$ cat config.mk
export PLATFORM = sky130hd
export DESIGN_NAME = eth_tx_arb
export DESIGN_NICKNAME = d
export VERILOG_FILES = /design/src/rtl/eth_pkg.sv /design/src/rtl/eth_tx_arb_rr_arbiter.sv /design/src/rtl/eth_tx_arb.sv
export SDC_FILE = /design/constraint.sdc
export NUM_CORES = 1
export LEC_CHECK = 0
export BUFFER_PORTS_ARGS = -buffer_cell sky130_fd_sc_hd__buf_2
export CELL_PAD_IN_SITES_DETAIL_PLACEMENT = 1
export CELL_PAD_IN_SITES_GLOBAL_PLACEMENT = 2
export CORE_ASPECT_RATIO = 0.9
export CORE_MARGIN = 4
export CORE_UTILIZATION = 33
export CTS_BUF_LIST = sky130_fd_sc_hd__clkbuf_8
export CTS_CLUSTER_DIAMETER = 30
export DETAILED_ROUTE_END_ITERATION = 12
export PLACE_DENSITY = 0.85
export REMOVE_ABC_BUFFERS = 1
export SETUP_SLACK_MARGIN = 0.2
export SKIP_CTS_REPAIR_TIMING = 1
export SLEW_MARGIN = 20
export SYNTH_ARGS = -nofsm -noshare
export SYNTH_HDL_FRONTEND = slang
export SYNTH_SLANG_ARGS = --single-unit
$ cat constraint.sdc
create_clock -name clk -period 4.6 [get_ports clk]
set_input_delay 0.46 -clock clk [delete_from_list [all_inputs] [get_ports clk]]
set_output_delay 0.46 -clock clk [all_outputs]
set_load 0.02 [all_outputs]
$ cat src/rtl/eth_pkg.sv
// Shared widths, length limits and scheduler state encoding for the Ethernet TX path.
package eth_pkg;

  localparam int ETH_LEN_W   = 11;
  localparam int ETH_MIN_LEN = 60;
  localparam int ETH_MAX_LEN = 1514;

  typedef enum logic [2:0] {
    ST_IDLE,
    ST_CHECK,
    ST_LAUNCH,
    ST_WAIT_BUSY,
    ST_SEND,
    ST_GAP
  } txarb_state_t;

  function automatic int idx_w(input int n);
    return (n > 1) ? $clog2(n) : 1;
  endfunction

endpackage

$ cat src/rtl/eth_tx_arb_rr_arbiter.sv
// Combinational rotating-priority picker: search begins one past the last served index.
module rr_arbiter #(
  parameter int N_REQ = 4,
  parameter int IDX_W = 2
) (
  input  logic [N_REQ-1:0] req,
  input  logic [IDX_W-1:0] last,
  output logic [N_REQ-1:0] win_onehot,
  output logic [IDX_W-1:0] win_idx,
  output logic             win_vld
);

  logic [IDX_W-1:0] cand_idx;

  always_comb begin
    win_onehot = '0;
    win_idx    = '0;
    win_vld    = 1'b0;
    cand_idx   = '0;
    for (int k = 1; k <= N_REQ; k++) begin
      cand_idx = IDX_W'((int'(last) + k) % N_REQ);
      if (!win_vld && req[cand_idx]) begin
        win_vld              = 1'b1;
        win_idx              = cand_idx;
        win_onehot[cand_idx] = 1'b1;
      end
    end
  end

endmodule

$ cat src/rtl/eth_tx_arb.sv
// Round-robin scheduler sharing one Ethernet TX port between N_REQ frame buffers,
// with length validation, launch timeout and an enforced inter-frame gap.
module eth_tx_arb
  import eth_pkg::*;
#(
  parameter int N_REQ      = 4,
  parameter int IFG_CYCLES = 96,
  parameter int MIN_LEN    = ETH_MIN_LEN,
  parameter int MAX_LEN    = ETH_MAX_LEN,
  parameter int BUSY_TMO   = 16
) (
  input  logic                       clk,
  input  logic                       reset,
  input  logic [N_REQ-1:0]           req,
  input  logic [N_REQ*ETH_LEN_W-1:0] req_len,
  output logic [N_REQ-1:0]           grant,
  output logic [N_REQ-1:0]           done,
  output logic [N_REQ-1:0]           err,
  output logic [ETH_LEN_W-1:0]       rd_addr,
  input  logic [N_REQ*8-1:0]         rd_data,
  output logic                       tx_vld,
  output logic [ETH_LEN_W-1:0]       tx_count,
  input  logic [ETH_LEN_W-1:0]       tx_addr,
  input  logic                       tx_busy,
  output logic [7:0]                 tx_data
);

  localparam int IDX_W = idx_w(N_REQ);

  txarb_state_t         state_reg;
  logic [IDX_W-1:0]     owner_reg;
  logic [IDX_W-1:0]     last_reg;
  logic [ETH_LEN_W-1:0] len_reg;
  logic [15:0]          tmo_cnt_reg;
  logic [15:0]          gap_cnt_reg;

  logic [N_REQ-1:0]     win_onehot;
  logic [IDX_W-1:0]     win_idx;
  logic                 win_vld;

  logic [7:0]           rd_bytes [N_REQ];
  logic [ETH_LEN_W-1:0] req_lens [N_REQ];

  generate
    for (genvar gi = 0; gi < N_REQ; gi++) begin : g_unpack
      assign rd_bytes[gi] = rd_data[8*gi +: 8];
      assign req_lens[gi] = req_len[ETH_LEN_W*gi +: ETH_LEN_W];
    end
  endgenerate

  rr_arbiter #(
    .N_REQ (N_REQ),
    .IDX_W (IDX_W)
  ) u_rr_arbiter (
    .req        (req),
    .last       (last_reg),
    .win_onehot (win_onehot),
    .win_idx    (win_idx),
    .win_vld    (win_vld)
  );

  assign rd_addr = tx_addr;
  assign tx_data = (|grant) ? rd_bytes[owner_reg] : 8'd0;

  always_ff @(posedge clk) begin
    if (reset) begin
      state_reg   <= ST_IDLE;
      owner_reg   <= '0;
      last_reg    <= IDX_W'(N_REQ - 1);
      len_reg     <= '0;
      tmo_cnt_reg <= '0;
      gap_cnt_reg <= '0;
      grant       <= '0;
      done        <= '0;
      err         <= '0;
      tx_vld      <= 1'b0;
      tx_count    <= '0;
    end else begin
      done   <= '0;
      err    <= '0;
      tx_vld <= 1'b0;
      case (state_reg)
        ST_IDLE: begin
          if (win_vld && !tx_busy) begin
            owner_reg <= win_idx;
            len_reg   <= req_lens[win_idx];
            grant     <= win_onehot;
            state_reg <= ST_CHECK;
          end
        end
        ST_CHECK: begin
          if (int'(len_reg) < MIN_LEN || int'(len_reg) > MAX_LEN) begin
            err       <= grant;
            grant     <= '0;
            last_reg  <= owner_reg;
            state_reg <= ST_IDLE;
          end else begin
            tx_vld    <= 1'b1;
            tx_count  <= len_reg;
            state_reg <= ST_LAUNCH;
          end
        end
        ST_LAUNCH: begin
          tmo_cnt_reg <= '0;
          state_reg   <= ST_WAIT_BUSY;
        end
        ST_WAIT_BUSY: begin
          // The launch cycle itself counts toward the timeout window.
          if (tx_busy) begin
            state_reg <= ST_SEND;
          end else if (int'(tmo_cnt_reg) + 2 >= BUSY_TMO) begin
            err         <= grant;
            grant       <= '0;
            last_reg    <= owner_reg;
            gap_cnt_reg <= 16'(IFG_CYCLES);
            state_reg   <= ST_GAP;
          end else begin
            tmo_cnt_reg <= tmo_cnt_reg + 16'd1;
          end
        end
        ST_SEND: begin
          if (!tx_busy) begin
            done        <= grant;
            grant       <= '0;
            last_reg    <= owner_reg;
            gap_cnt_reg <= 16'(IFG_CYCLES);
            state_reg   <= ST_GAP;
          end
        end
        ST_GAP: begin
          if (gap_cnt_reg == 16'd0) begin
            state_reg <= ST_IDLE;
          end else begin
            gap_cnt_reg <= gap_cnt_reg - 16'd1;
          end
        end
        default: state_reg <= ST_IDLE;
      endcase
    end
  end

endmodule

; Word-level counts from Yosys, hierarchy flattened
; Index checks and enable logic that the tools add are counted.
[word_totals]
inputBits = 94
word_cells = 148
output_inout_bits = 43
ff_bits = 74
[op_classes]
mux = 66
add_sub_neg = 7
reduce_logical = 29
order_cmp = 13
n_eq_ne = 14
bitwise_logic = 8
[ops]
columns = op, n
row1 = 16-bit 2-to-1 mux, 6
row2 = 4-bit 2-to-1 mux, 12
row3 = 16-bit one-hot mux with 3 select lines, 1
row4 = 16-bit one-hot mux with 2 select lines, 1
row5 = 8-bit 2-to-1 mux, 3
row6 = 11-bit binary-select mux with 2-bit select, 1
row7 = 11-bit 2-to-1 mux, 2
row8 = 2-bit 2-to-1 mux, 9
row9 = 3-bit one-hot mux with 6 select lines, 1
row10 = "16-bit by 2-bit adder with 17-bit output, second input constant", 1
row11 = "17-bit by 5-bit greater-or-equal comparator with 1-bit output, second input constant", 1
row12 = "16-bit by 1-bit adder with 16-bit output, second input constant", 1
row13 = 8-bit binary-select mux with 2-bit select, 1
row14 = 16-bit logical NOT, 1
row15 = "2-bit inequality test, second input constant", 8
row16 = 4-bit one-hot mux with 4 select lines, 1
row17 = "16-bit by 1-bit subtractor with 16-bit output, second input constant", 1
row18 = 3-bit 2-to-1 mux, 5
row19 = 1-bit 2-to-1 mux, 13
row20 = "2-bit by 3-bit < comparator with 1-bit output, second input constant", 4
row21 = 4-bit bitwise OR, 3
row22 = "11-bit > comparator, second input constant", 1
row23 = "11-bit by 6-bit < comparator with 1-bit output, second input constant", 1
row24 = 5-bit AND reduction, 2
row25 = 28 further kinds, 57

; Logic depth before layout (Yosys ltp)
; Gate-level depths: netlist of run 1.
[logic_depth]
depth_word = 17
mapped_depth = 11
ltp_nobuf = 9

; Cells and area by module
; From an unflattened synthesis of run 1, not the netlist that was laid out.
[hier_totals]
cells_unflattened = 496
hier_area_um2 = 4438.0
[modules_own_cells]
columns = mod, cells_per_inst, seq_area_each_um2, n_inst, area_per_inst_um2
row1 = eth_tx_arb, 428, 1481.4, 1, 3912.5
row2 = rr_arbiter, 68, 0.0, 1, 525.5

; Worst setup path after synthesis of run 1
; No wires, ideal clock.
[synth_path]
path_kind = reg-to-reg
start = register last_reg[0]
end = register grant[0]
setup_ns = 0.072
path_stages_with_launch = 10
required_ns = 4.528
path_buffers = 1
arrival_ns = 2.432
path_slack_ns = 2.096
synth_period_minus_slack_ns = 2.504
path_cell_list = dfxtp_1 -> buf_2 -> inv_1 -> ha_1 -> inv_1 -> and3_1 -> a21oi_1 -> a2111oi_0 -> a21oi_1 -> mux2i_1
[synth_between]
elab_chain_len = 16
elab_cells_between_ends = 54
cone_classes = 4 x add/sub / 8 x order compare / 1 x eq/ne / 26 x mux / 3 x bitwise / 12 x reduce/logical
[synth_rtl]
columns = element, line
row1 = start: declaration, eth_tx_arb.sv:32  ; logic [IDX_W-1:0] last_reg;
row2 = start signal: assignment, eth_tx_arb.sv:69  ; last_reg <= IDX_W'(N_REQ - 1);
row3 = start signal: assignment, eth_tx_arb.sv:95  ; last_reg <= owner_reg;
row4 = start signal: assignment, eth_tx_arb.sv:114  ; last_reg <= owner_reg;
row5 = branches (longest 16 deep; another with 2-bit by 3-bit < comparator with 1-bit output), --
row6 = end signal: assignment, eth_tx_arb.sv:87  ; grant <= win_onehot;
row7 = end: declaration, eth_tx_arb.sv:16  ; output logic [N_REQ-1:0] grant,
; Several ways; the timed one is not identified. The select of a mux whose other input is x is not followed.
; A chain may end at the register's enable or synchronous reset.

; Final worst setup path of run 1
[layout_path]
start = register last_reg[0]
end = register len_reg[7]
[layout_between]
elab_chain_len = 17
elab_cells_between_ends = 32
cone_classes = 4 x add/sub / 19 x mux / 1 x bitwise / 8 x reduce/logical
[layout_rtl]
columns = element, line
row1 = 2-bit by 1-bit adder with 2-bit output, eth_tx_arb_rr_arbiter.sv:21  ; cand_idx = IDX_W'((int'(last) + k) % N_REQ);
row2 = 1-bit binary-select mux with 2-bit select, eth_tx_arb_rr_arbiter.sv:22  ; if (!win_vld && req[cand_idx]) begin
row3 = 1-bit 2-to-1 mux (not written as such), eth_tx_arb_rr_arbiter.sv:22
row4 = 1-bit 2-to-1 mux, eth_tx_arb_rr_arbiter.sv:22
row5 = 1-bit logical NOT, eth_tx_arb_rr_arbiter.sv:22
row6 = 1-bit logical AND, eth_tx_arb_rr_arbiter.sv:22
row7 = 1-bit 2-to-1 mux, eth_tx_arb_rr_arbiter.sv:22
row8 = 1-bit logical NOT, eth_tx_arb_rr_arbiter.sv:22
row9 = 1-bit logical AND, eth_tx_arb_rr_arbiter.sv:22
row10 = 1-bit 2-to-1 mux, eth_tx_arb_rr_arbiter.sv:22
row11 = 1-bit logical NOT, eth_tx_arb_rr_arbiter.sv:22
row12 = 1-bit logical AND, eth_tx_arb_rr_arbiter.sv:22
row13 = 2-bit 2-to-1 mux, eth_tx_arb_rr_arbiter.sv:22
row14 = 2-bit inverter with 3-bit output (not written as such), eth_tx_arb.sv:86  ; len_reg <= req_lens[win_idx];
row15 = 11-bit binary-select mux with 2-bit select, eth_tx_arb.sv:86
row16 = 11-bit 2-to-1 mux (not written as such) (2 in series), eth_tx_arb.sv:86
row17 = end signal: assignment, eth_tx_arb.sv:86
row18 = end: declaration, eth_tx_arb.sv:33  ; logic [ETH_LEN_W-1:0] len_reg;
; Several ways; a longest one is shown, not always the timed one. The select of a mux whose other input is x is not followed.

==> flow_summary.rst, run 1 <==
.. list-table::
   :header-rows: 1

   * - Metric
     - Value
   * - Run status
     - finished clean
   * - CTS Root Cell
     - clkbuf_8
   * - Register-to-register path setup slack
     - 1.42 ns
   * - Worst reg2reg path depth
     - 8
   * - Worst Min Path Start
     - req_len[20]
   * - Largest net degree at the start of global routing
     - 56
   * - Final max-slew violation count
     - 0
   * - Endpoint class of the critical path
     - flip-flop
   * - Clock insertion delay at the later pin of the skew report
     - 0.36 ns
   * - Drt pass-1 iters
     - 4
   * - Num CTS Buffers
     - 9
   * - LEAKAGE
     - 2.19 nW
   * - Worst IR Drop VDD
     - 0.188 mV
   * - FP Rows
     - 40
   * - Count of nets after finishing
     - 736
   * - Worst path cell trace
     - inv_1, ha_1, inv_1, nor2_1, a21o_1, a31oi_4, mux2i_1, o221ai_1
   * - Worst-margin pin slew
     - 0.994 ns
   * - Post-synth EDFFs
     - 0
   * - Weighted congestion reported at the end of routability-driven placement
     - 0.811
   * - Worst r2r dst
     - len_reg[7]$_SDFFE_PP0P_
   * - Launching element type of the critical path
     - flip-flop
   * - Total length of routed wires
     - 14300 um
   * - Final non-filler cell area
     - 0.00532 mm^2
   * - Stage delay of the slowest cell on the critical path
     - 0.77 ns
   * - Worst hold stages
     - 3
   * - Setup TNS
     - 0 ns
   * - Count of H-tree levels built during CTS
     - 3
   * - Async set-reset flop share out of synthesis
     - 0%
   * - Clock tree from TritonCTS
     - yes
   * - Die area
     - 0.0156 mm^2
   * - Post-detailed-route wirelength per cell
     - 17.8 um
   * - Sequential cell area fraction in the yosys report
     - 32.8%
   * - Most used flip-flop cell after synthesis
     - dfxtp_1
   * - Library cell occupying the most area in the post-synthesis netlist
     - dfxtp_1
   * - Total core area
     - 0.0134 mm^2
   * - Starting Density
     - 33.8%
   * - GRT Resource Usage Total
     - 18.4%
   * - Number of standard cells after synthesis
     - 546
   * - Final Hold Violating Endpoints
     - 0
   * - Worst Hold End
     - len_reg[9]$_SDFFE_PP0P_
   * - Kind of path behind the tightest hold check
     - in2reg
   * - Worst slew margin
     - 33.7%
   * - Fraction of final layout cells sized beyond drive strength 1
     - 24.0%
   * - Post-detailed-placement cell area
     - 0.00513 mm^2
   * - Violation count after the first detailed-routing iteration
     - 254
   * - First-pass GRT wire length
     - 24000 um
   * - Unique masters post-synth
     - 58
   * - I/O pin count
     - 137
   * - Synth top area cells
     - dfxtp_1 33%, mux2i_1 9.3%, nor2_1 5.1%, mux4_2 5.0%, a21oi_1 4.1%
   * - Count of synthesis-stage warnings from yosys
     - 0
   * - Post-detailed-route DRC marker count
     - 0
   * - Setup CP Type
     - reg2reg
   * - Highest achievable clock rate
     - 0.314 GHz
   * - # diodes
     - 0
   * - Number of antenna violations at the first check in global routing
     - 0
   * - Cell area after synthesis
     - 0.00452 mm^2
   * - Layout area overhead
     - 17.5%
   * - Total number of vias
     - 4491
   * - Final number of setup-violating endpoints
     - 0
   * - Most numerous cell in the Yosys netlist
     - dfxtp_1
   * - Count of maximum capacitance violations
     - 0
   * - Number of buffer and inverter stages on the critical path
     - 2
   * - Clk pin slew, worst setup/hold paths
     - 0.08 ns
   * - Via density
     - 5.58
   * - Die extent in x
     - 131 um
   * - Commonest cells in the synthesized netlist
     - 74 x dfxtp_1, 61 x nor2_1, 42 x mux2i_1, 38 x nand2_1, 37 x a21oi_1
   * - Signal arrival time at the worst endpoint
     - 3.40 ns
   * - Largest buffer count on any clock path
     - 2
   * - CTS sink cnt
     - 74
   * - Post-route minimum period
     - 3.18 ns
   * - Die extent in y
     - 119 um
   * - Category of cells accounting for the largest share of critical-path delay
     - compound AO/OA/AOI/OAI gates
   * - Worst-path maximum fanout
     - 23
   * - Number of global-route vias before repair
     - 4930
   * - Power Dens Cells
     - 393 mW/mm^2
   * - Yosys top cell area share
     - 32.8%
   * - Most frequent CP cell
     - inv_1
   * - Clock skew after layout
     - 0.0115 ns
   * - Residual overflow from global routing
     - 0
   * - Dpl hpwl
     - 11000 um
   * - Number of nets with antenna violations after detailed routing
     - 0
   * - Required time of the critical path
     - 4.82 ns
   * - Setup repair after global routing missed its margin
     - false
   * - Reg-to-Reg Start
     - last_reg[0]$_SDFFE_PP1P_
   * - Synthesized area per cell
     - 8.28 um^2
   * - Share of the clock period used by the worst path
     - 69.2%
   * - Crit path max-delay cell type
     - a31oi_4
   * - Number of buffer cells added on primary ports
     - 114
   * - Total of flip-flops plus latches after synthesis
     - 74
power breakdown:
part / leakage [nW] / switching [mW] / internal [mW] / total, mW
Clock: 0.0859 / 0.263 / 0.210 / 0.473
Combinational: 1.51 / 0.457 / 0.354 / 0.811
Sequential: 0.599 / 0.100 / 0.702 / 0.802
cells in the final DEF, fill, tap and decap left out, types with 6 or more instances in the layout:
master	netlist	layout
a21oi_1	37	37
a31oi_1	8	8
and2_1	9	9
and3_1	6	6
buf_2	4	114
clkbuf_8	0	10
dfxtp_1	74	74
ha_1	10	10
inv_1	24	25
mux2i_1	42	42
mux4_2	10	10
nand2_1	38	38
nand2b_1	13	13
nand3_1	11	11
nand4_1	6	6
nor2_1	61	61
nor2b_1	16	16
nor3_1	21	21
nor4_1	7	6
o21ai_0	17	17
o221ai_1	13	13
o31ai_1	6	6
per-layer routing:
layer  part of all wire (%)  vias to the layer above  GRT usage (%)
li1                       -                     2170              -
met1                     46                     2145           22.9
met2                     46                      154           30.4
met3                    6.5                       22           5.70
met4                    1.9                        0           5.91
met5                      0                        -           1.31
worst max path at each step:
stage	to	startpoint	cells after the start	slack (ns)
3_3_place_gp	len_reg[0]$_SDFFE_PP0P_	last_reg[0]$_SDFFE_PP1P_	8	1.61
3_5_place_dp	len_reg[5]$_SDFFE_PP0P_	last_reg[0]$_SDFFE_PP1P_	8	1.40
4_1_cts	len_reg[5]$_SDFFE_PP0P_	last_reg[0]$_SDFFE_PP1P_	8	1.40
2_1_floorplan	len_reg[0]$_SDFFE_PP0P_	last_reg[0]$_SDFFE_PP1P_	8	1.59
5_1_grt	len_reg[5]$_SDFFE_PP0P_	last_reg[0]$_SDFFE_PP1P_	8	1.10
6_report	len_reg[7]$_SDFFE_PP0P_	last_reg[0]$_SDFFE_PP1P_	8	1.42
stage by stage:
step	hold slack [ns]	power (mW)	utilization, %	instances	setup slack, ns
floorplan	0.455	1.37	-	505	1.59
global placement	0.467	1.59	38.4	789	1.61
detailed placement	0.480	1.63	38.4	789	1.40
CTS	0.380	2.11	39.7	805	1.40
global route	0.396	2.23	39.8	805	1.10
finish	0.405	2.09	39.8	805	1.42
cell type report:
type | count | area [um^2]
clock inverters | 6 | 43.8
clock buffers | 10 | 138
well taps | 168 | 210
inverters | 24 | 90.1
fillers | 1617 | 8050
repair buffers | 116 | 586
multi-input cells | 407 | 2770
flip-flops and latches | 74 | 1480
worst reg2reg max path: cells and delay by family, from the launching register on:
kind / cells / cell delay [ns]
AO/OA/AOI/OAI: 3 / 1.10
adder cells (fa/ha/maj): 1 / 0.39
buffers and inverters: 2 / 0.44
flip-flops: 1 / 0.72
multiplexers: 1 / 0.32
AND/OR/NAND/NOR: 1 / 0.08
kinds of logic (layout without fill, tap and decap cells):
kind of cell / count (synthesis) / count (layout) / share of synthesized area, %
and+or+nand+nor: 210 / 210 / 23.4
AOI/OAI and AO/OA: 134 / 134 / 20.2
DFF: 74 / 74 / 32.8
buffers and inverters: 65 / 156 / 6.42
muxes: 52 / 52 / 14.3
adders and majority gates: 10 / 10 / 2.77
xor gates and xnor gates: 1 / 1 / 0.194
Power figures use the tool's default switching activity.
==> run 2: changes to the inputs <==
--- a/config.mk
+++ b/config.mk
@@ -10,11 +10,11 @@
 export CELL_PAD_IN_SITES_GLOBAL_PLACEMENT = 2
 export CORE_ASPECT_RATIO = 0.9
 export CORE_MARGIN = 4
-export CORE_UTILIZATION = 33
+export CORE_UTILIZATION = 30
 export CTS_BUF_LIST = sky130_fd_sc_hd__clkbuf_8
 export CTS_CLUSTER_DIAMETER = 30
 export DETAILED_ROUTE_END_ITERATION = 12
-export PLACE_DENSITY = 0.85
+export PLACE_DENSITY = 0.78
 export REMOVE_ABC_BUFFERS = 1
 export SETUP_SLACK_MARGIN = 0.2
 export SKIP_CTS_REPAIR_TIMING = 1
==> constraint.sdc (replaced) <==
create_clock -name clk -period 3.1 [get_ports clk]
set_input_delay 0.31 -clock clk [delete_from_list [all_inputs] [get_ports clk]]
set_output_delay 0.31 -clock clk [all_outputs]
set_load 0.02 [all_outputs]
==> run 2 against run 1 <==
Net effect:
- combinational power increased by 55%
- cell area increased by 1.9%
- wire length decreased by 0.19%
- largest cell class unchanged
==> flow_summary.rst, run 2 (synthesized netlist as in run 1, its figures left out) <==
.. list-table::
   :header-rows: 1

   * - Metric
     - Value
   * - Final max-slew violation count
     - 0
   * - Drt pass-1 iters
     - 4
   * - I/O pin count
     - 137
   * - Via density
     - 5.33
   * - Number of buffer cells added on primary ports
     - 114
   * - Count of nets after finishing
     - 743
   * - Worst IR Drop VDD
     - 0.252 mV
   * - Run status
     - finished clean
   * - Count of H-tree levels built during CTS
     - 3
   * - Highest achievable clock rate
     - 0.385 GHz
   * - Endpoint class of the critical path
     - flip-flop
   * - # diodes
     - 0
   * - Die area
     - 0.0171 mm^2
   * - Commonest non-fill, non-tap cell in the layout
     - buf_2
   * - Setup CP Type
     - reg2reg
   * - Clk pin slew, worst setup/hold paths
     - 0.08 ns
   * - Post-detailed-route DRC marker count
     - 0
   * - Count of maximum capacitance violations
     - 0
   * - Largest buffer count on any clock path
     - 2
   * - Weighted congestion reported at the end of routability-driven placement
     - 0.815
   * - Total number of vias
     - 4480
   * - Setup repair after global routing missed its margin
     - false
   * - Power Dens Cells
     - 577 mW/mm^2
   * - Total length of routed wires
     - 14300 um
   * - Commonest non-fill, non-tap cells in the layout
     - 114 x buf_2, 74 x dfxtp_1, 61 x nor2_1
   * - Final number of setup-violating endpoints
     - 0
   * - Die extent in y
     - 124 um
   * - Worst-margin pin slew
     - 0.732 ns
   * - Die extent in x
     - 137 um
   * - Starting Density
     - 30.6%
   * - LEAKAGE
     - 2.22 nW
   * - Number of global-route vias before repair
     - 4840
   * - Violation count after the first detailed-routing iteration
     - 215
   * - Share of the clock period used by the worst path
     - 83.8%
   * - Dpl hpwl
     - 11000 um
   * - Worst slew margin
     - 51.1%
   * - Post-route minimum period
     - 2.60 ns
   * - FP Rows
     - 42
   * - Clock tree from TritonCTS
     - yes
   * - Post-placement cell count
     - 826
   * - Signal arrival time at the worst endpoint
     - 2.91 ns
   * - Largest net degree at the start of global routing
     - 37
   * - Num CTS Buffers
     - 9
   * - Clock skew after layout
     - 0.00810 ns
   * - Final Hold Violating Endpoints
     - 0
   * - Total core area
     - 0.0148 mm^2
   * - Final cell count without fillers
     - 841
   * - Number of antenna violations at the first check in global routing
     - 0
   * - Worst slack at placement
     - 0.290 ns
   * - Launching element type of the critical path
     - flip-flop
   * - PnR worst setup slack
     - 0.503 ns
   * - First-pass GRT wire length
     - 24000 um
   * - Layout area overhead
     - 19.8%
   * - Clock insertion delay at the later pin of the skew report
     - 0.37 ns
   * - Setup TNS
     - 0 ns
   * - Worst-path maximum fanout
     - 6
   * - GRT Resource Usage Total
     - 17.2%
   * - Post-detailed-route wirelength per cell
     - 17.0 um
   * - CTS sink cnt
     - 74
   * - Fraction of final layout cells sized beyond drive strength 1
     - 25.0%
   * - Required time of the critical path
     - 3.41 ns
   * - Kind of path behind the tightest hold check
     - in2reg
   * - Residual overflow from global routing
     - 0
   * - Number of nets with antenna violations after detailed routing
     - 0
   * - CTS Root Cell
     - clkbuf_8
run 2: routing by layer:
layer  wire length (um)  GRT usage [%]  up-vias
li1                   -              -     2176
met1               6580           22.3     2151
met2               6560           27.0      142
met3                982           6.42       11
met4                169           4.23        0
met5                  0              0        -
run 2: per-stage QoR:
stage | total power [mW] | cell area [um^2] | hold WS [ns] | utilization (%)
final | 3.12 | 5420 | 0.251 | 36.7
after global placement | 2.44 | 5230 | 0.470 | 35.4
after detailed placement | 2.48 | 5230 | 0.485 | 35.4
after global routing | 3.34 | 5420 | 0.235 | 36.7
after floorplan | 2.04 | 4320 | 0.379 | -
after CTS | 3.16 | 5400 | 0.232 | 36.6
run 2: worst paths after layout:
kind / start / end / slack, ns / depth (start not counted)
setup / recovery: tmo_cnt_reg[1]$_SDFFE_PP0P_ / tmo_cnt_reg[3]$_SDFFE_PP0P_ / 0.50 / 8
hold / removal: req_len[12] / len_reg[1]$_SDFFE_PP0P_ / 0.25 / 3
setup reg to reg: tmo_cnt_reg[1]$_SDFFE_PP0P_ / tmo_cnt_reg[3]$_SDFFE_PP0P_ / 0.50 / 8
hold reg to reg: tx_count[9]$_SDFFE_PP0P_ / tx_count[9]$_SDFFE_PP0P_ / 0.50 / 2
run 2: power breakdown:
group | switching (mW) | internal [mW]
clock network | 0.394 | 0.286
logic | 0.697 | 0.568
registers | 0.137 | 1.04
total | 1.23 | 1.90
run 2: area by class of cell:
class                      instances  area [um^2]
timing repair buffer             123          651
clock buffer                       9          124
tap                              198          248
clock inverter                     6         45.0
inverter                          24         90.1
sequential                        74         1480
multi-input combinational        407         2780
fill                            1817         9350
run 2: critical path, cell delays in order (launching register included):
cell and delay [ns]:
dfxtp_1 0.41, ha_1 0.28, nand3_1 0.14, nor4_2 0.36, a32o_1 0.20, o22ai_1 0.14, o31a_1 0.35, or4_1 0.49
a21oi_1 0.15
==> run 3: changes to the inputs <==
--- a/config.mk
+++ b/config.mk
@@ -10,11 +10,11 @@
 export CELL_PAD_IN_SITES_GLOBAL_PLACEMENT = 2
 export CORE_ASPECT_RATIO = 0.9
 export CORE_MARGIN = 4
-export CORE_UTILIZATION = 30
+export CORE_UTILIZATION = 27
 export CTS_BUF_LIST = sky130_fd_sc_hd__clkbuf_8
 export CTS_CLUSTER_DIAMETER = 30
 export DETAILED_ROUTE_END_ITERATION = 12
-export PLACE_DENSITY = 0.78
+export PLACE_DENSITY = 0.74
 export REMOVE_ABC_BUFFERS = 1
 export SETUP_SLACK_MARGIN = 0.2
 export SKIP_CTS_REPAIR_TIMING = 1
==> constraint.sdc (replaced) <==
create_clock -name clk -period 2.09 [get_ports clk]
set_input_delay 0.209 -clock clk [delete_from_list [all_inputs] [get_ports clk]]
set_output_delay 0.209 -clock clk [all_outputs]
set_load 0.02 [all_outputs]
==> run 3 against run 2 <==
Net effect:
- the flow now finishes with violations (negative setup slack)
- worst hold slack worse by 0.12 ns
- sequential share of layout area is 5.2 points lower
- via count is 9.6% higher
- clock power is 72% higher
- wire length is 20% higher
- combinational power is 140% higher
- global-route usage is 0.16 points lower
- non-clock buffer count is 91 higher
- first-iteration DRC count is 14% lower
- critical path type unchanged
- largest power group unchanged
==> flow_summary.rst, run 3 (synthesized netlist as in run 1, its figures left out) <==
.. list-table::
   :header-rows: 1

   * - Metric
     - Value
   * - Run status
     - finished with violations
   * - Violations in the final reports
     - negative setup slack
   * - Number of antenna violations at the first check in global routing
     - 0
   * - Signal arrival time at the worst endpoint
     - 2.61 ns
   * - Power Dens Cells
     - 863 mW/mm^2
   * - Final max-slew violation count
     - 0
   * - Setup repair after global routing missed its margin
     - true
   * - Commonest non-fill, non-tap cell in the layout
     - buf_2
   * - Count of maximum capacitance violations
     - 0
   * - Commonest non-fill, non-tap cells in the layout
     - 106 x buf_2, 84 x buf_4, 57 x dfxtp_1
   * - Share of the clock period used by the worst path
     - 111%
   * - PnR worst setup slack
     - -0.227 ns
   * - Weighted congestion reported at the end of routability-driven placement
     - 0.878
   * - Worst r2r dst
     - tmo_cnt_reg[4]$_SDFFE_PP0P_
   * - Hold slack final
     - 0.135 ns
   * - Worst reg2reg path depth
     - 8
   * - Worst Hold End
     - len_reg[0]$_SDFFE_PP0P_
   * - Category of cells accounting for the largest share of critical-path delay
     - simple AND/OR/NAND/NOR gates
   * - Post-placement cell count
     - 911
   * - Post-detailed-placement cell area
     - 0.00585 mm^2
   * - Violation count after the first detailed-routing iteration
     - 184
   * - Count of H-tree levels built during CTS
     - 3
   * - Number of buffer and inverter stages on the critical path
     - 0
   * - Worst slew margin
     - 71.1%
   * - Largest buffer count on any clock path
     - 2
   * - Via density
     - 5.21
   * - Total number of vias
     - 4909
   * - Setup CP Type
     - reg2reg
   * - Worst-path maximum fanout
     - 4
   * - Dpl hpwl
     - 12400 um
   * - Die extent in x
     - 144 um
   * - GRT Resource Usage Total
     - 17.0%
   * - Fraction of final layout cells sized beyond drive strength 1
     - 47.5%
   * - I/O pin count
     - 137
   * - Layout area overhead
     - 51.9%
   * - Starting Density
     - 27.7%
   * - Total core area
     - 0.0163 mm^2
   * - Stage delay of the slowest cell on the critical path
     - 0.50 ns
   * - Number of buffer cells added on primary ports
     - 114
   * - Clock skew after layout
     - 0.00618 ns
   * - Largest net degree at the start of global routing
     - 32
   * - Post-route minimum period
     - 2.32 ns
   * - Worst-margin pin slew
     - 0.429 ns
   * - Final number of setup-violating endpoints
     - 38
   * - Count of nets after finishing
     - 834
   * - Worst hold stages
     - 3
   * - Worst IR Drop VDD
     - 0.618 mV
   * - Final cell count without fillers
     - 942
   * - Die extent in y
     - 131 um
   * - Highest achievable clock rate
     - 0.432 GHz
   * - Post-detailed-route wirelength per cell
     - 18.3 um
   * - Number of global-route vias before repair
     - 5137
   * - Setup TNS
     - -2.96 ns
   * - Launching element type of the critical path
     - flip-flop
   * - CTS sink cnt
     - 74
   * - Total Power
     - 5.93 mW
   * - Post-detailed-route DRC marker count
     - 0
   * - Clk pin slew, worst setup/hold paths
     - 0.08 ns
   * - # diodes
     - 0
   * - LEAKAGE
     - 2.89 nW
   * - Drt pass-1 iters
     - 4
   * - Die area
     - 0.0189 mm^2
   * - Reg-to-Reg Start
     - tmo_cnt_reg[2]$_SDFFE_PP0P_
   * - Final non-filler cell area
     - 0.00687 mm^2
   * - Number of nets with antenna violations after detailed routing
     - 0
   * - FP Rows
     - 44
   * - Crit path max-delay cell type
     - or4_4
   * - Clock insertion delay at the later pin of the skew report
     - 0.37 ns
   * - Total length of routed wires
     - 17200 um
   * - Required time of the critical path
     - 2.39 ns
   * - Residual overflow from global routing
     - 0
   * - Kind of path behind the tightest hold check
     - in2reg
   * - Endpoint class of the critical path
     - flip-flop
   * - Num CTS Buffers
     - 9
   * - Cell count along the critical path
     - 8
   * - Worst Min Path Start
     - req_len[11]
   * - First-pass GRT wire length
     - 25800 um
   * - # fillers
     - 1926
   * - Register-to-register path setup slack
     - -0.23 ns
   * - CTS Root Cell
     - clkbuf_8
   * - Worst path cell trace
     - ha_4, nand3_2, nor2_1, and3_1, o22ai_2, o31a_1, or4_4, a21oi_2
   * - Final Hold Violating Endpoints
     - 0
   * - Clock tree from TritonCTS
     - yes
run 3: cell types whose count changed in the layout (fill, tap and decap cells not counted), sizes merged:
cell      change
buf          +88
clkbuf        +3
clkinvlp      -1
inv           +2
clkinv        -1
bufinv        +1
run 3: how the worst max path moves through the flow:
stage                                   to  slack [ns]                        start
2_1_floorplan      len_reg[0]$_SDFFE_PP0P_       -0.92     last_reg[0]$_SDFFE_PP1P_
3_3_place_gp   tmo_cnt_reg[3]$_SDFFE_PP0P_       -0.20  tmo_cnt_reg[1]$_SDFFE_PP0P_
3_5_place_dp   tmo_cnt_reg[4]$_SDFFE_PP0P_       -0.32  tmo_cnt_reg[1]$_SDFFE_PP0P_
4_1_cts        tmo_cnt_reg[4]$_SDFFE_PP0P_       -0.36  tmo_cnt_reg[1]$_SDFFE_PP0P_
5_1_grt        tmo_cnt_reg[4]$_SDFFE_PP0P_       -0.30  tmo_cnt_reg[7]$_SDFFE_PP0P_
6_report       tmo_cnt_reg[4]$_SDFFE_PP0P_       -0.23  tmo_cnt_reg[2]$_SDFFE_PP0P_
run 3: tightest hold or removal path, cell delays in order:
cell and delay [ns]:
buf_2 0.08, mux2i_1 0.05, o221ai_1 0.14
run 3: through the flow:
stage / util, % / setup WS [ns]
floorplan: - / -0.921
global placement: 35.9 / -0.198
detailed placement: 35.9 / -0.322
CTS: 37.1 / -0.357
global route: 42.2 / -0.305
finish: 42.2 / -0.227
run 3: layout make-up:
class / instances / area (um^2) / area share, %
inverters: 24 / 90.1 / 1.31
clock inverters: 7 / 76.3 / 1.11
clock buffers: 9 / 124 / 1.80
repair buffers: 214 / 1530 / 22.3
multi-input cells: 407 / 3270 / 47.5
well taps: 207 / 259 / 3.77
flip-flops and latches: 74 / 1520 / 22.2
run 3: power by group:
group	internal (mW)	switching [mW]
Combinational	1.58	1.45
Clock	0.559	0.610
Sequential	1.54	0.188
Total	3.68	2.25
run 3: routing by layer:
| layer | vias up | wire, um | part of all wire, % | global-route usage (%) |
|---|---|---|---|---|
| li1 | 2367 | - | - | - |
| met3 | 24 | 901 | 5.2 | 4.95 |
| met4 | 0 | 312 | 1.8 | 4.99 |
| met5 | - | 0 | 0 | 0 |
| met2 | 141 | 8450 | 49 | 28.5 |
| met1 | 2377 | 7530 | 44 | 21.4 |
